==> src/rtl/mem_req_queue.sv <==
// Request FIFO in front of a memory controller: writes stream back-to-back, reads allow one outstanding.
// Optional read-abort timer is enabled by defining MEMQ_RD_TIMEOUT_EN.
module mem_req_queue #(
    parameter int ADDR_W     = 32,
    parameter int DATA_W     = 32,
    parameter int DEPTH      = 4,
    parameter int RD_TIMEOUT = 64
) (
    input  logic                    clk,
    input  logic                    reset,
    input  logic                    req_valid,
    output logic                    req_ready,
    input  logic                    req_write,
    input  logic [ADDR_W-1:0]       req_addr,
    input  logic [DATA_W-1:0]       req_wdata,
    output logic                    mc_valid,
    input  logic                    mc_ready,
    output logic                    mc_write,
    output logic [ADDR_W-1:0]       mc_addr,
    output logic [DATA_W-1:0]       mc_wdata,
    input  logic                    mc_rvalid,
    input  logic [DATA_W-1:0]       mc_rdata,
    output logic                    rsp_valid,
    output logic [DATA_W-1:0]       rsp_data,
    output logic                    rsp_err,
    output logic [$clog2(DEPTH):0]  count
);

    localparam int PTR_W = $clog2(DEPTH);
    localparam int CNT_W = PTR_W + 1;

    typedef enum logic [1:0] {
        IDLE    = 2'd0,
        ISSUE   = 2'd1,
        WAIT_RD = 2'd2
    } state_t;

    state_t state;
    state_t next_state;

    logic              fifo_write [DEPTH];
    logic [ADDR_W-1:0] fifo_addr  [DEPTH];
    logic [DATA_W-1:0] fifo_wdata [DEPTH];

    logic [PTR_W-1:0] wr_ptr;
    logic [PTR_W-1:0] rd_ptr;

    logic push;
    logic pop;
    logic head_write;
    logic rd_done;
    logic rd_abort;

    assign req_ready  = (count != CNT_W'(DEPTH));
    assign push       = req_valid && req_ready;
    assign pop        = mc_valid && mc_ready;
    assign head_write = fifo_write[rd_ptr];
    assign rd_done    = (state == WAIT_RD) && mc_rvalid;

    // Entry storage carries no reset: only occupied slots are ever presented.
    always_ff @(posedge clk) begin
        if (push) begin
            fifo_write[wr_ptr] <= req_write;
            fifo_addr[wr_ptr]  <= req_addr;
            fifo_wdata[wr_ptr] <= req_wdata;
        end
    end

    always_ff @(posedge clk or negedge reset) begin
        if (!reset) begin
            wr_ptr <= '0;
            rd_ptr <= '0;
            count  <= '0;
        end else begin
            if (push) begin
                wr_ptr <= wr_ptr + PTR_W'(1);
            end
            if (pop) begin
                rd_ptr <= rd_ptr + PTR_W'(1);
            end
            case ({push, pop})
                2'b10:   count <= count + CNT_W'(1);
                2'b01:   count <= count - CNT_W'(1);
                default: count <= count;
            endcase
        end
    end

    always_ff @(posedge clk or negedge reset) begin
        if (!reset) begin
            state <= IDLE;
        end else begin
            state <= next_state;
        end
    end

    always_comb begin
        next_state = state;
        case (state)
            IDLE: begin
                if (count != '0) begin
                    next_state = ISSUE;
                end
            end
            ISSUE: begin
                if (mc_ready) begin
                    if (head_write) begin
                        // count still includes the entry popped this cycle
                        next_state = (count > CNT_W'(1)) ? ISSUE : IDLE;
                    end else begin
                        next_state = WAIT_RD;
                    end
                end
            end
            WAIT_RD: begin
                if (rd_done || rd_abort) begin
                    next_state = IDLE;
                end
            end
            default: next_state = IDLE;
        endcase
    end

    // Head fields are gated so the controller sees zeros whenever nothing is offered.
    always_comb begin
        mc_valid = 1'b0;
        mc_write = 1'b0;
        mc_addr  = '0;
        mc_wdata = '0;
        if (state == ISSUE) begin
            mc_valid = 1'b1;
            mc_write = fifo_write[rd_ptr];
            mc_addr  = fifo_addr[rd_ptr];
            mc_wdata = fifo_wdata[rd_ptr];
        end
    end

    // Response stage: data and pulse land one cycle after mc_rvalid.
    always_ff @(posedge clk or negedge reset) begin
        if (!reset) begin
            rsp_valid <= 1'b0;
            rsp_data  <= '0;
        end else begin
            rsp_valid <= rd_done;
            if (rd_done) begin
                rsp_data <= mc_rdata;
            end
        end
    end

`ifdef MEMQ_RD_TIMEOUT_EN
    localparam int TMO_W = $clog2(RD_TIMEOUT + 1);

    logic [TMO_W-1:0] tmo_cnt;
    logic             rsp_err_q;

    // A read return on the expiry edge takes priority over the abort.
    assign rd_abort = (state == WAIT_RD) && !mc_rvalid &&
                      (tmo_cnt == TMO_W'(RD_TIMEOUT - 1));
    assign rsp_err  = rsp_err_q;

    always_ff @(posedge clk or negedge reset) begin
        if (!reset) begin
            tmo_cnt   <= '0;
            rsp_err_q <= 1'b0;
        end else begin
            rsp_err_q <= rd_abort;
            if ((state == WAIT_RD) && !mc_rvalid && !rd_abort) begin
                tmo_cnt <= tmo_cnt + TMO_W'(1);
            end else begin
                tmo_cnt <= '0;
            end
        end
    end
`else
    logic cfg_unused;

    assign rd_abort   = 1'b0;
    assign rsp_err    = 1'b0;
    assign cfg_unused = (RD_TIMEOUT > 0);
`endif

endmodule

==> config.mk <==
export PLATFORM = sky130hd
export DESIGN_NAME = mem_req_queue
export DESIGN_NICKNAME = d
export VERILOG_FILES = /design/src/rtl/mem_req_queue.sv
export SDC_FILE = /design/constraint.sdc
export NUM_CORES = 1
export LEC_CHECK = 0
export CAP_MARGIN = 10
export CORE_ASPECT_RATIO = 2
export CORE_UTILIZATION = 40
export CTS_CLUSTER_DIAMETER = 80
export CTS_CLUSTER_SIZE = 16
export DETAILED_ROUTE_END_ITERATION = 16
export DONT_BUFFER_PORTS = 1
export PLACE_DENSITY_LB_ADDON = 0.2
export REMOVE_ABC_BUFFERS = 1
export SLEW_MARGIN = 40
export SYNTH_ARGS = -nofsm -noshare
export SYNTH_HDL_FRONTEND = slang
export SYNTH_SLANG_ARGS = --single-unit
==> constraint.sdc <==
create_clock -name clk -period 3.8 [get_ports clk]
set_clock_uncertainty 0.05 [all_clocks]
set_input_delay 0.76 -clock clk [delete_from_list [all_inputs] [get_ports clk]]
set_output_delay 0.76 -clock clk [all_outputs]
set_load 0.02 [all_outputs]
==> results.txt, run 1 <==
- Share of synthesized registers carrying an async set or reset: 13.91%
- RSZ-0062 raised after global routing: no
- The die is 243.1 um tall.
- Relative to the synthesized area, the layout overhead comes to 9.834%.
* Largest net degree at the start of global routing: between 50 and 60
- Leading cell type in the layout, fill and taps excluded: sky130_fd_sc_hd__edfxtp_1
- Total wire length: 22.16 mm
- Total routing usage reported by global routing: approximately 15%
- After detailed routing, the number of vias per cell comes to 5.277.
- Leakage power of the design: 4.265 nW
- 0 antenna diodes ended up in the layout.
- Resized cells post-CTS: 0
- By startpoint and endpoint, the worst setup path is classified as register to output port.
* Area after detailed placement: 12100 um2
* Die Footprint: 29800 um2
* Final-report hold violation count: 0
- The number of different library cells used by synthesis comes to 29.
- Number of filler cells placed in the layout: 2452
- Counting the buffers created by CTS gives 22.
* Number of enable flip-flop cells after synthesis: 260
- Min Clock Period, post-route: 3157 ps
- Number of buffers on the longest clock path: 3
- The run finished with clean final reports.
- First DRT Iteration DRCs: 217
- In the synthesized netlist, the number of instances is 537.
- Source of the worst register-to-register timing path: count[0]$_DFFE_PN0P_
* Seq cells post-synth: between 300 and 400
- Total congestion overflow after global routing: 0
* Core Area: 28740 um2
- Reg-to-reg endpoint: fifo_wdata[1][14]$_DFFE_PP_
- Via count of the routed design: 4892
- Yosys printed 0 warnings.
- The count of buffers added on input and output ports is 0.
- Post-CTS timing repair inserted 0 buffers for setup.
* Final period util: 83.09%
* Post-Layout Inst Area: between 10000 and 15000 um2
- Final weighted congestion of routability-driven global placement: 0.7207
* Antenna violations before repair: 0
- DRC viols: 0
- Fin. max-slew vios: 0
* Final-stage net count: 662
- VDD sags by at most 0.5089 mV.
- Clock latency on the worst-skew pair, taken at its later pin, is 510 ps.
- DIE WIDTH: 122.6 um
* Most frequently used flop master after synthesis: sky130_fd_sc_hd__edfxtp_1
- Max-capacitance violation count: 0
* Worst-margin pin slew: 714.0 ps
* Post-Syn Area per Cell: roughly 22 um2
* Vias in the first global route: about 5700
* Pwr dens: 825.9 nW/um2
- Routed len/inst: 23.91 um
- The clock net in this run drives a total of 302 sinks.
- Starting density of the core: 40.46%
- At the end of the flow the core is filled with cells to 44.44%.
- CP required: 2990 ps
* TritonCTS clock tree: yes
* Clk Tree Root Cell: sky130_fd_sc_hd__clkbuf_16
- Setup violations remaining at the end of the flow were counted as 0.
- During I/O placement, the number of pins put on the boundary was just over 200.
- The worst setup path is launched from a register.
- The wire-length estimate of the detail-placed layout is 14.25 mm.
- CP endpoint kind: output port
- First-pass GRT wire length: 33.62 mm
- In this run the cell area of the synthesized design comes to 11630 um2.
- Slew margin rel.: 52.30%
* Fraction of layout instances using a drive strength above 1: 25.40%
- In this run the remaining antenna-violating nets after routing total 0.
* Number of cells traversed by the worst register-to-register path: 5
* Post-Route Hold Slack: 29.55 ps
* Worst hold path type: input port to async pin
- Count of standard-cell rows: 88
* Share of the yosys chip area belonging to registers: 76.18%
- Clock slew at reported path FFs: ~70 ps
- Maximum frequency from static timing analysis: around 320 MHz
* Reg2Reg Setup Slack: 1040 ps
- CTS H-Tree Depth: 1
- Of all nets on the critical path, the largest fanout is 29.
* Most used cells in the layout excluding fill and tap cells: sky130_fd_sc_hd__edfxtp_1 (260), sky130_fd_sc_hd__and2_1 (65), sky130_fd_sc_hd__mux4_2 (64)
- STA puts the critical path data arrival time at 2350 ps.
- The first detailed-routing pass ran for 4 iterations.
## how the worst max path moves through the flow
| stage | startpoint | end | slack (ps) |
|---|---|---|---|
| 6_report | rd_ptr[0]$_DFFE_PN0P_ | mc_addr[28] | 640 |
| 5_1_grt | rd_ptr[0]$_DFFE_PN0P_ | mc_addr[13] | 500 |
| 3_3_place_gp | count[0]$_DFFE_PN0P_ | fifo_addr[1][18]$_DFFE_PP_ | 1090 |
| 2_1_floorplan | rd_ptr[0]$_DFFE_PN0P_ | mc_addr[0] | -520 |
| 4_1_cts | rd_ptr[0]$_DFFE_PN0P_ | mc_addr[28] | 570 |
| 3_5_place_dp | count[0]$_DFFE_PN0P_ | fifo_wdata[1][26]$_DFFE_PP_ | 1010 |
## routing by layer
layer / wire (um) / share of wire, % / GRT usage, % / up-vias
li1: - / - / - / 2133
met4: 584 / 2.6 / 5.595 / 0
met2: 12330 / 56 / 29.02 / 171
met1: 7644 / 34 / 15.42 / 2557
met5: 0 / 0 / 0 / -
met3: 1605 / 7.2 / 4.370 / 31
## through the flow
stage	cells	setup TNS, ps	setup WS (ps)	total power [mW]
3_5_place_dp	886	0	1012	8.515
5_1_grt	927	0	502.0	11.09
6_report	927	0	642.7	10.55
2_1_floorplan	511	-33730	-519.4	7.653
4_1_cts	927	0	573.3	10.75
3_3_place_gp	886	0	1086	8.430
## registers in the layout, indices dropped and copies added (netlist names)
register	flops
fifo_addr	128
fifo_wdata	128
rsp_data	32
fifo_write	4
count	3
rd_ptr	2
state	2
wr_ptr	2
rsp_valid	1
## timing repair
item / in CTS / in global routing
hold buffers: 1 / 0
endpoints found under the hold margin: 42 / 0
endpoints found under the setup margin: 0 / 0
## where the power goes
part           total (mW)  switching [mW]  internal, mW  leakage, nW
Combinational        3.30            1.95          1.35         1.06
Sequential           5.04           0.605          4.43         2.89
Clock                2.21            1.06          1.15        0.310
Total                10.5            3.61          6.93         4.26
## cells in the mapped netlist, types with 2 or more instances
cell type                  count  area [um2]
sky130_fd_sc_hd__a21o_1        2       15.01
sky130_fd_sc_hd__and2_1       69       431.7
sky130_fd_sc_hd__buf_12        4       80.08
sky130_fd_sc_hd__buf_2        12       60.06
sky130_fd_sc_hd__clkbuf_1      8       30.03
sky130_fd_sc_hd__dfrtp_1      42        1051
sky130_fd_sc_hd__edfxtp_1    260        7807
sky130_fd_sc_hd__ha_1          9       112.6
sky130_fd_sc_hd__inv_1         6       22.52
sky130_fd_sc_hd__mux2_2       32       360.4
sky130_fd_sc_hd__mux2i_1       3       30.03
sky130_fd_sc_hd__mux4_2       64        1441
sky130_fd_sc_hd__nand2_1       3       11.26
sky130_fd_sc_hd__nor2_1        2       7.510
sky130_fd_sc_hd__nor3b_1       2       15.01
sky130_fd_sc_hd__o21ai_0       2       10.01
sky130_fd_sc_hd__xnor2_1       4       35.03
sky130_fd_sc_hd__xor2_1        2       17.52
## final cells by class
cell class | count | area, um2 | share of cell area (%)
clock buffers | 40 | 649.4 | 5.084
inverters | 6 | 22.52 | 0.1763
multi-input cells | 203 | 2576 | 20.17
flip-flops and latches | 302 | 8866 | 69.42
well taps | 360 | 450.4 | 3.527
repair buffers | 16 | 207.7 | 1.626
## cells by family (layout without fill, tap and decap cells)
family	Yosys count	count (layout)	synth area share (%)
flops	302	302	76.18
mux	100	100	15.88
simple gates	80	80	4.250
buf+inv	32	62	1.818
fa+ha+maj	9	9	0.9684
compound gates	7	7	0.4197
xor+xnor	6	6	0.4519
other cells	1	1	0.03225
## critical path, cell delays in order (launching register included)
cell and delay [ps]:
sky130_fd_sc_hd__dfrtp_4 690, sky130_fd_sc_hd__buf_12 310, sky130_fd_sc_hd__mux4_2 570, sky130_fd_sc_hd__and2_1 250
(Power assumes the default switching activity.)
==> inputs of run 2 (changes only) <==
==> constraint.sdc (replaced) <==
create_clock -name clk -period 2.96 [get_ports clk]
set_clock_uncertainty 0.05 [all_clocks]
set_input_delay 0.592 -clock clk [delete_from_list [all_inputs] [get_ports clk]]
set_output_delay 0.592 -clock clk [all_outputs]
set_load 0.02 [all_outputs]
==> run 2 against run 1 <==
  * Wire length fell by 1.2%
  * Critical path depth did not move
  * Final cell count rose by 0.11%
  * Sequential power rose by 28%
  * Global-route usage fell by 0.088 points
  * Clock power rose by 27%
  * Combinational power rose by 31%
  * Critical endpoint is now mc_wdata[31]
==> results.txt, run 2 (synthesis gave the netlist of run 1 again) <==
- Post-Layout Inst Area: 12810 um2
* RSZ-0062 raised after global routing: no
* Total congestion overflow after global routing: 0
- Area growth, synth to finish: 10.16%
- Row generation in the floorplan step produced 88 rows.
- Global routing used 15.28% of the available tracks.
- Tracing the worst setup path back leads to its startpoint at rd_ptr[0]$_DFFE_PN0P_.
* Starting density of the core: between 40% and 50%
- The HPWL after detailed placement is roughly 14 mm.
* Final Instance Count excl. Fillers: between 900 and 1000
- The path class of the tightest hold or removal check is input port to register.
* Maximum fanout along the worst path: 41
* CP endpoint kind: output port
- TritonCTS clock tree: yes
* Number of placed instances, taps included: 886
* Min Clock Period, post-route: 2820 ps
- Final weighted congestion of routability-driven global placement: 0.7227
* Top-level port count: between 200 and 250
* First-pass GRT wire length: 33.47 mm
- Entering global routing, the biggest net connects 68 pins.
- CP required: 2320 ps
- Routed len/inst: 23.60 um
- Clock slew at reported path FFs: 70 ps
- Setup violations remaining at the end of the flow were counted as 0.
- Vias in the first global route: roughly 5800
- The clock passes through at most 3 buffers.
* Inserted Diodes: 0
* Total wire length: 21.90 mm
- In this run the power density over the cells is ~1100 nW/um2.
* Number of cells traversed by the worst register-to-register path: 6
- The initial antenna violation count came to 0.
- Clk Tree Root Cell: sky130_fd_sc_hd__clkbuf_16
* Maximum frequency from static timing analysis: between 300 and 400 MHz
* Fraction of layout instances using a drive strength above 1: between 20% and 30%
- CP startpoint kind: register
* Fin. max-slew vios: 0
* Via count of the routed design: 4973
- Max-capacitance violation count: 0
- Measured along the x axis, the die boundary spans ~120 um.
* Most used cells in the layout excluding fill and tap cells: sky130_fd_sc_hd__edfxtp_1 (260), sky130_fd_sc_hd__and2_1 (65), sky130_fd_sc_hd__mux4_2 (64)
- DRC viols: 0
* Outcome: complete, no violations
- Total power of the final layout: 13.55 mW
- Leakage power of the design: 4.275 nW
- Leaving out fill and tap cells, the most frequent cell in the layout is sky130_fd_sc_hd__edfxtp_1.
- Registers with the highest flip-flop counts: fifo_addr x128, fifo_wdata x128, rsp_data x32
- The detailed router finished its first iteration with between 200 and 300 violations.
* Crit path capture: mc_wdata[31]
- After routing, the total negative slack on setup checks comes to 0 ps.
- CP Class: register to output port
* Count of input and output buffers: 0
* CTS H-Tree Depth: 1
* Resized cells post-CTS: 0
- Number of nets with antenna violations after routing: 0
- Final-report hold violation count: 0
- Using the TritonRoute via totals, the vias-per-cell ratio works out to 5.359.
* Die Height: 243.1 um
- Number of buffers created by CTS: 22
* Source of the worst register-to-register timing path: count[1]$_DFFE_PN0P_
- The worst path uses 95.28% of the clock period.
* IR Drop Worst-Case VDD: a little over 0.6 mV
- Clock Sinks: 302
- The final layout contains 663 nets.
- Die Footprint: between 20000 and 30000 um2
* Clock latency of the later-clocked register in the worst-skew pair: 520 ps
- Crit path DAT: 2180 ps
- The placed instances occupy a cell area of around 12000 um2.
- Total iterations of the first detailed-routing run: 4
- The setup check on the worst reg-to-reg path leaves a slack of 750 ps.
* Core Area: 28740 um2
- Reg-to-reg endpoint: fifo_wdata[0][22]$_DFFE_PP_
## run 2: worst min-delay path by stage
stage / slack, ps / cells after the start / endpoint / from
3_3_place_gp: 250 / 0 / count[0]$_DFFE_PN0P_ / reset
5_1_grt: 90 / 0 / fifo_wdata[3][4]$_DFFE_PP_ / req_wdata[4]
4_1_cts: 80 / 0 / fifo_addr[1][18]$_DFFE_PP_ / req_addr[18]
6_report: 120 / 0 / fifo_addr[1][18]$_DFFE_PP_ / req_addr[18]
3_5_place_dp: 250 / 0 / count[2]$_DFFE_PN0P_ / reset
2_1_floorplan: 250 / 0 / count[0]$_DFFE_PN0P_ / reset
## run 2: layout make-up
class / count / area, um2
well taps: 360 / 450.4
flip-flops and latches: 302 / 8866
inverters: 6 / 22.52
multi-input cells: 203 / 2576
repair buffers: 17 / 255.2
clock inverters: 1 / 3.754
clock buffers: 39 / 635.6
fillers: 2455 / 15930
## run 2: metrics by stage
| stage | hold WS (ps) | utilization (%) | setup WS, ps |
|---|---|---|---|
| 3_3_place_gp | 247.4 | 42.25 | 655.6 |
| 3_5_place_dp | 247.2 | 42.25 | 650.5 |
| 6_report | 119.0 | 44.58 | 139.6 |
| 5_1_grt | 88.96 | 44.58 | 49.04 |
| 2_1_floorplan | 246.4 | - | -1191 |
| 4_1_cts | 83.60 | 44.58 | 80.08 |
## run 2: worst max-delay path, cell delays in order (launching register included)
cell and delay (ps):
sky130_fd_sc_hd__dfrtp_4 440, sky130_fd_sc_hd__buf_12 320, sky130_fd_sc_hd__mux4_2 600, sky130_fd_sc_hd__and2_1 250
## run 2: timing repair
| item | in CTS | in global routing |
|---|---|---|
| endpoints found under the setup margin | 0 | 0 |
| setup buffers | 0 | 0 |
| endpoints found under the hold margin | 42 | 0 |
| hold buffers | 2 | 0 |
## run 2: power breakdown
group	internal, mW	switching (mW)
Combinational	1.78	2.53
Clock	1.46	1.36
Sequential	5.69	0.742
## run 2: routing by layer
layer  wire length, um  GRT usage (%)  up-vias  part of all wire (%)
li1                  -              -     2143                     -
met1              7413          15.22     2615                    34
met2             12220          28.83      181                    56
met3              1724          4.464       34                   7.9
met4               545          5.667        0                   2.5
met5                 0              0        -                     0
==> inputs of run 3 (changes only) <==
--- a/config.mk
+++ b/config.mk
@@ -12,6 +12,7 @@
 export CTS_CLUSTER_SIZE = 16
 export DETAILED_ROUTE_END_ITERATION = 16
 export DONT_BUFFER_PORTS = 1
+export GPL_ROUTABILITY_DRIVEN = 0
 export PLACE_DENSITY_LB_ADDON = 0.2
 export REMOVE_ABC_BUFFERS = 1
 export SLEW_MARGIN = 40
==> results of run 3 <==
The final DEF is identical to that of run 2; final timing and power are the same.
